<file path="src/rtl/lsu_mem_ctrl.sv">
// Memory-stage load/store sequencer: word-wide req/ack data memory with wait states and timeout.
// Optional misaligned-access trap is enabled by defining MISALIGN_TRAP_EN.
module lsu_mem_ctrl #(
    parameter int TIMEOUT = 16,
    parameter int TO_W    = 8
) (
    input  logic        clk,
    input  logic        rst,
    input  logic        mem_read_i,
    input  logic        mem_write_i,
    input  logic [2:0]  fu3_i,
    input  logic [31:0] addr_i,
    input  logic [31:0] wdata_i,
    output logic        dmem_req,
    output logic        dmem_we,
    output logic [31:0] dmem_addr,
    output logic [3:0]  dmem_be,
    output logic [31:0] dmem_wdata,
    input  logic        dmem_ack,
    input  logic [31:0] dmem_rdata,
    output logic [31:0] load_word_o,
    output logic [2:0]  load_fu3_o,
    output logic [1:0]  load_addr_o,
    output logic        load_valid_o,
    output logic        stall_o,
    output logic        bus_err_o,
    output logic        misalign_o
);

    // state | meaning
    // IDLE  | waiting for a MEM-stage access
    // REQ   | request on the bus, counting wait states
    // DONE  | one cycle release: load_valid / bus_err pulses
    typedef enum logic [1:0] {IDLE, REQ, DONE} state_t;

    localparam logic [TO_W-1:0] TO_VAL = TO_W'(TIMEOUT);

    state_t          state, state_nx;
    logic [TO_W-1:0] cnt;
    logic [31:0]     lat_addr;
    logic [31:0]     lat_wdata;
    logic            lat_store;
    logic            err;
    logic            access;
    logic            take;
    logic            ack_hit;
    logic            to_hit;
    logic            trap;

    assign access = mem_read_i | mem_write_i;

`ifdef MISALIGN_TRAP_EN
    logic misal;
    assign misal = (((fu3_i == 3'd1) || (fu3_i == 3'd5)) && addr_i[0])
                 || ((fu3_i == 3'd2) && (addr_i[1:0] != 2'b00));
    assign trap  = (state == IDLE) && access && misal;
`else
    assign trap  = 1'b0;
`endif

    assign misalign_o  = trap;
    assign load_addr_o = lat_addr[1:0];

    always_ff @(posedge clk) begin
        if (rst) state <= IDLE;
        else     state <= state_nx;
    end

    always_comb begin
        state_nx     = state;
        stall_o      = 1'b0;
        dmem_req     = 1'b0;
        load_valid_o = 1'b0;
        bus_err_o    = 1'b0;
        take         = 1'b0;
        ack_hit      = 1'b0;
        to_hit       = 1'b0;
        case (state)
            IDLE: begin
                if (access && !trap) begin
                    take     = 1'b1;
                    stall_o  = 1'b1;
                    state_nx = REQ;
                end
            end
            REQ: begin
                stall_o  = 1'b1;
                dmem_req = 1'b1;
                if (dmem_ack) begin
                    ack_hit  = 1'b1;
                    state_nx = DONE;
                end else if ((TIMEOUT != 0) && (cnt == TO_VAL)) begin
                    to_hit   = 1'b1;
                    state_nx = DONE;
                end
            end
            DONE: begin
                load_valid_o = !lat_store && !err;
                bus_err_o    = err;
                state_nx     = IDLE;
            end
            default: state_nx = IDLE;
        endcase
    end

    // Bus fields are driven only while requesting so they read zero otherwise.
    always_comb begin
        dmem_we    = 1'b0;
        dmem_addr  = 32'd0;
        dmem_be    = 4'b0000;
        dmem_wdata = 32'd0;
        if (dmem_req) begin
            dmem_we    = lat_store;
            dmem_addr  = {lat_addr[31:2], 2'b00};
            dmem_be    = 4'b1111;
            dmem_wdata = lat_wdata;
            if (lat_store) begin
                case (load_fu3_o)
                    3'd0: begin
                        dmem_be    = 4'b0001 << lat_addr[1:0];
                        dmem_wdata = {4{lat_wdata[7:0]}};
                    end
                    3'd1: begin
                        dmem_be    = lat_addr[1] ? 4'b1100 : 4'b0011;
                        dmem_wdata = {2{lat_wdata[15:0]}};
                    end
                    default: ;
                endcase
            end
        end
    end

    always_ff @(posedge clk) begin
        if (rst) begin
            cnt         <= '0;
            err         <= 1'b0;
            lat_addr    <= 32'd0;
            lat_wdata   <= 32'd0;
            lat_store   <= 1'b0;
            load_fu3_o  <= 3'd0;
            load_word_o <= 32'd0;
        end else begin
            if (take) begin
                lat_addr   <= addr_i;
                lat_wdata  <= wdata_i;
                lat_store  <= mem_write_i;
                load_fu3_o <= fu3_i;
            end
            if (ack_hit && !lat_store) load_word_o <= dmem_rdata;
            if (to_hit) begin
                err         <= 1'b1;
                load_word_o <= 32'd0;
            end
            if ((state == REQ) && !ack_hit && !to_hit) cnt <= cnt + 1'b1;
            if (state == DONE) begin
                cnt <= '0;
                err <= 1'b0;
            end
        end
    end

endmodule

</file>
<file path="config.mk">
export PLATFORM = sky130hd
export DESIGN_NAME = lsu_mem_ctrl
export DESIGN_NICKNAME = d
export VERILOG_FILES = /design/src/rtl/lsu_mem_ctrl.sv
export SDC_FILE = /design/constraint.sdc
export NUM_CORES = 1
export LEC_CHECK = 0
export CORE_MARGIN = 4
export CORE_UTILIZATION = 40
export DETAILED_ROUTE_END_ITERATION = 10
export DONT_BUFFER_PORTS = 1
export PLACE_DENSITY = 0.56
export SLEW_MARGIN = 20
export SYNTH_ARGS = -nofsm -noshare
export SYNTH_HDL_FRONTEND = slang
export SYNTH_SLANG_ARGS = --single-unit
</file>
<file path="constraint.sdc">
create_clock -name clk -period 1.9 [get_ports clk]
set_input_delay 0.285 -clock clk [delete_from_list [all_inputs] [get_ports clk]]
set_output_delay 0.285 -clock clk [all_outputs]
set_load 0.01 [all_outputs]
</file>
Word-level counts from Yosys, hierarchy flattened
Index checks and enable logic that the tools add are counted.
{"block": "totals", "regBits": 111, "mem_bits_ro": 0, "wordCells": 54, "latchBits": 0, "ram_bits": 0, "out_inout_bits": 111, "mem_count": 0, "inputBits": 104}
{"block": "classes", "bitwise": 1, "reduce_logical": 13, "add_sub_neg": 1, "n_mux": 24, "multipliers": 0, "shifts": 1, "eq_ne": 6, "n_lt_le_gt_ge": 0, "div": 0}
{"operator": "2-to-1 mux 32 bit", "n": 3}
{"operator": "one-hot mux 32 bit (2 select lines)", "n": 1}
{"operator": "2-to-1 mux 4 bit", "n": 3}
{"operator": "2-to-1 mux 1 bit", "n": 11}
{"operator": "adder 8 x 1 -> 8 bit, second input constant", "n": 1}
{"operator": "== test 8 x 5 -> 1 bit, second input constant", "n": 1}
{"operator": "one-hot mux 4 bit (2 select lines)", "n": 1}
{"operator": "2-to-1 mux 2 bit", "n": 3}
{"operator": "logical AND 1 bit", "n": 4}
{"operator": "zero test 1 bit", "n": 4}
{"operator": "one-hot mux 2 bit (2 select lines)", "n": 1}
{"operator": "OR reduction 2 bit", "n": 2}
{"operator": "left shift 1 x 2 -> 4 bit, first input constant", "n": 1}
{"operator": "== test 3 x 1 -> 1 bit, second input constant", "n": 1}
{"operator": "zero test 3 bit", "n": 1}
{"operator": "inequality test 3 bit, second input constant", "n": 1}
{"operator": "== test 2 x 1 -> 1 bit, second input constant", "n": 1}
{"operator": "== test 2 bit, second input constant", "n": 1}
{"operator": "zero test 2 bit", "n": 1}
{"operator": "inequality test 2 bit, second input constant", "n": 1}
{"operator": "one-hot mux 1 bit (2 select lines)", "n": 1}
{"operator": "AND reduction 2 bit", "n": 1}
{"operator": "bitwise OR 1 bit", "n": 1}

Depth between registers and ports, before layout
{"block": "depth", "depth_word": 6, "ltp_mapped": 6, "depth_no_buf": 5}

Worst setup path after synthesis
Ideal clock, no wire load.
{"block": "synth_timing", "path_kind": "reg-to-output", "start": "register load_fu3_o[0]", "end": "output port dmem_wdata[26]", "t_required_ns": 1.615, "path_stages_with_launch": 5, "arrival_time_ns": 1.399, "path_buffers": 2, "path_slack_ns": 0.216, "cell_sequence": "dfxtp_1 > buf_2 > clkbuf_1 > mux2i_1 > a211oi_1"}
{"block": "synth_between", "elab_chain_cells": 4, "word_cells_on_any_way": 5, "cone_classes": "1 x eq/ne; 3 x mux; 1 x reduce/logical"}
{"item": "from (decl)", "line": "22", "text": "output logic [2:0] load_fu3_o,"}
{"item": "from (signal assigned)", "line": "147", "text": "load_fu3_o <= fu3_i;"}
{"item": "== test 3 x 1 -> 1 bit / zero test 3 bit (equally long branches)", "line": "118", "text": "case (load_fu3_o)"}
{"item": "one-hot mux 32 bit (2 select lines) *", "line": "118"}
{"item": "2-to-1 mux 32 bit *", "line": "117", "text": "if (lat_store) begin"}
{"item": "2-to-1 mux 32 bit *", "line": "112", "text": "if (dmem_req) begin"}
{"item": "to (decl)", "line": "18", "text": "output logic [31:0] dmem_wdata,"}
Every way passes the cells marked *; elsewhere a longest branch is shown, timed or not.

Worst setup path in the final report
{"block": "layout_timing", "start": "register load_fu3_o[1]", "end": "output port dmem_wdata[11]"}
Same word-level chain as after synthesis.

==> results.cfg <==
[run_status]
status = complete, but fails checks
violations = setup timing

[drt]
wl_met3_um = 1634
vias_per_cell = 5.698
drc = 0
wl_per_cell_um = 19.11
wl_met1_um = 6476
first_iter_violations = 294
num_vias = 4809
met2_wirelength_um = 7722
dr.pass1.iters = 5
highest_layer = met4
wl_um = 16130
ant_nets = 0

[critical_path]
reg2reg_slack_ns = 0.32
cp-startpoint = load_fu3_o[1]
crit_slowest_cell = dfxtp_4
start_kind = flop
worstPathArrival_ns = 1.66
cp.required_ns = 1.62
crit_cells = 6
critPathTopFamily = buffers and inverters
cp_num_buf_inv = 3
critPathKind = reg -> out
max_stage_delay_ns = 0.37
crit_chain = buf_6, nor4b_4, buf_6, nand2_4, a21oi_2, buf_4
r2r_cells = 6
regToRegStartpoint = cnt[0]
critPathMaxFanout = 8
crit_top_cell = buf_6
crit_path_end_kind = output pin

[placed_design]
dpl.hpwl_um = 10620
place.gp.congestion = 0.9287
post-place-ws_ns = 0.2165
port-buffer-count = 0

[floorplanning]
ios = 215
row_count = 40
initial_utilization = 0.4138
die_w_um = 120.2
die_h_um = 120.2
coreArea_um2 = 12160
dieArea_um2 = 14440

[clock_tree]
h-tree-depth = 3
clk_pin_slew_ns = 0.08
tritoncts.num_buffers = 9
cts_buffer_depth = 2
cts_tree = yes
root_buffer = clkbuf_16
cts.sinks = 111
clock_latency_ns = 0.35

[timing]
slew_headroom = 0.2763
fin_crit_sh = 1.023
final_max_slew_viol_count = 0
rsz0062_at_grt = yes
setup_violations = 4
finalClockSkew_ns = 0.008429
tightest_slew_ns = 1.082
fin_hold_ws_ns = 0.06670
period_needed_ns = 1.944
worst_slack_ns = -0.04396
fmax_mhz = 514.4
finalHoldViolCount = 0

[finish]
final_nets = 778
syn2layout_area_growth_pct = 23.42
n_antenna_cell = 0
num-fill-cells = 1182
drive_gt1_frac = 0.1893

[job]
drv_cap = 0

[grt]
grt_first_pass_wirelength_um = 24560
first_global_vias = 4519
grt-ovfl-total = 0
track_usage = 0.2147
grt_max_degree = 69
antenna_found_initial = 0

[logic_synthesis]
async_flop_share = 0
ys.flop_type = dfxtp_1
yosysWarnings = 0
syn_avg_cell_area_um2 = 7.556
synth_edf_count = 0
syn_inst = 666
seq_area_frac_synth = 0.4416
yosysUniqueCellTypes = 38
syn_area_um2 = 5032
yosys.area.top_type = dfxtp_1
synth_seq_cells = 111
synth.area.top_cells = dfxtp_1 44%, a21oi_1 13%, nand2_1 7.5%
synth_top_area_frac = 0.4416

[worst_hold_path]
hold_start = dmem_rdata[0]
min_path_type = in -> reg
hold_depth = 2

[power_and_ir_drop]
ir_drop_v = 0.0004340
powerDensity_nw_per_um2 = 926.9
finalPower_mw = 5.757
p_leak_nw = 2.207
[path summary, 6_finish.rpt]
check	end
worst min register to register	lat_addr[16]
worst max-delay path	dmem_wdata[11]
worst min-delay path	load_word_o[0]
worst max register to register	cnt[1]
[cells in the mapped netlist (3+ instances only)]
master      n
a21oi_1   128
dfxtp_1   111
nand2_1   101
o21ai_0    73
nand3_1    72
clkbuf_1   46
and2_1     39
nor2_1     14
buf_2      13
mux2i_1    10
a211oi_1    8
inv_1       7
buf_4       5
buf_1       3
or3_1       3
[worst register-to-register path: stages (launching register included)]
cell and delay, ns:
dfxtp_1 0.40, inv_1 0.08, ha_1 0.20, nor4b_2 0.16, buf_4 0.15, a21boi_1 0.30, mux2i_1 0.24
[metal layers]
| layer | up-vias | GRT usage |
|---|---|---|
| li1 | 2302 | - |
| met1 | 2270 | 0.2612 |
| met2 | 216 | 0.3534 |
| met3 | 21 | 0.06739 |
| met4 | 0 | 0.08375 |
| met5 | - | 0 |
[flip-flops by register name (all words and copies together) (netlist names)]
| signal | cells |
|---|---|
| load_fu3_o | 3 |
| lat_store | 1 |
| lat_addr | 32 |
| lat_wdata | 32 |
| err | 1 |
| load_word_o | 32 |
| cnt | 8 |
| state | 2 |
[cell type report]
cell class	instances	area (µm²)	share of cell area
inverters	7	26.28	0.004230
flip-flops and latches	111	2235	0.3598
multi-input cells	482	2756	0.4438
repair buffers	61	648.1	0.1044
clock buffers	9	225.2	0.03626
well taps	168	210.2	0.03384
clock inverters	6	110.1	0.01773
[timing repair]
action,in CTS,in global routing
resized for setup,37,40
buffers inserted,3,7
cloned,3,2
pin swaps,7,14
hold endpoints to repair,18,0
endpoints found under the setup margin,24,55
hold buffers,4,0
[logic make-up (layout without fill, tap and decap cells)]
group,count (synthesis),after routing,synth area share
AO/OA/AOI/OAI,217,217,0.2243
flip-flops,111,111,0.4416
buffers and inverters,75,83,0.06315
adder cells (fa/ha/maj),2,2,0.004972
other,1,3,0.0007452
AND/OR/NAND/NOR,250,250,0.2454
multiplexers,10,10,0.01989
[metrics by stage]
| step | utilization | cells | area (µm²) | setup TNS (ns) |
|---|---|---|---|---|
| floorplan | - | 668 | 5040 | 0 |
| global placement | 0.4435 | 812 | 5394 | 0 |
| detailed placement | 0.4435 | 812 | 5394 | 0 |
| CTS | 0.4941 | 837 | 6010 | -0.2236 |
| global route | 0.5107 | 844 | 6211 | -1.090 |
| finish | 0.5107 | 844 | 6211 | -0.1278 |
[cell usage in the layout, fill, tap and decap left out, types with 3 or more instances in the layout]
master           n
a21oi_2         15
mux2i_1          8
a211oi_2         8
dlygate4sd3_1    4
nand2_2          3
clkbuf_16       11
nor2_2           4
buf_6            8
nor2_1           4
dfxtp_1        107
buf_12           7
nand3_1         72
nand2_1         95
and2_1          39
dfxtp_4          3
o21ai_0         73
nand2_4          3
bufinv_16        3
buf_4           38
inv_1            7
conb_1           3
a21oi_1        111
or3_1            3
nor2_4           6
[report_power, final]
part | internal (mW) | switching, mW | total (mW)
Combinational | 0.408 | 0.614 | 1.02
Sequential | 2.48 | 0.134 | 2.61
Clock | 1.28 | 0.844 | 2.12
Total | 4.17 | 1.59 | 5.76
(Power assumes the default switching activity.)
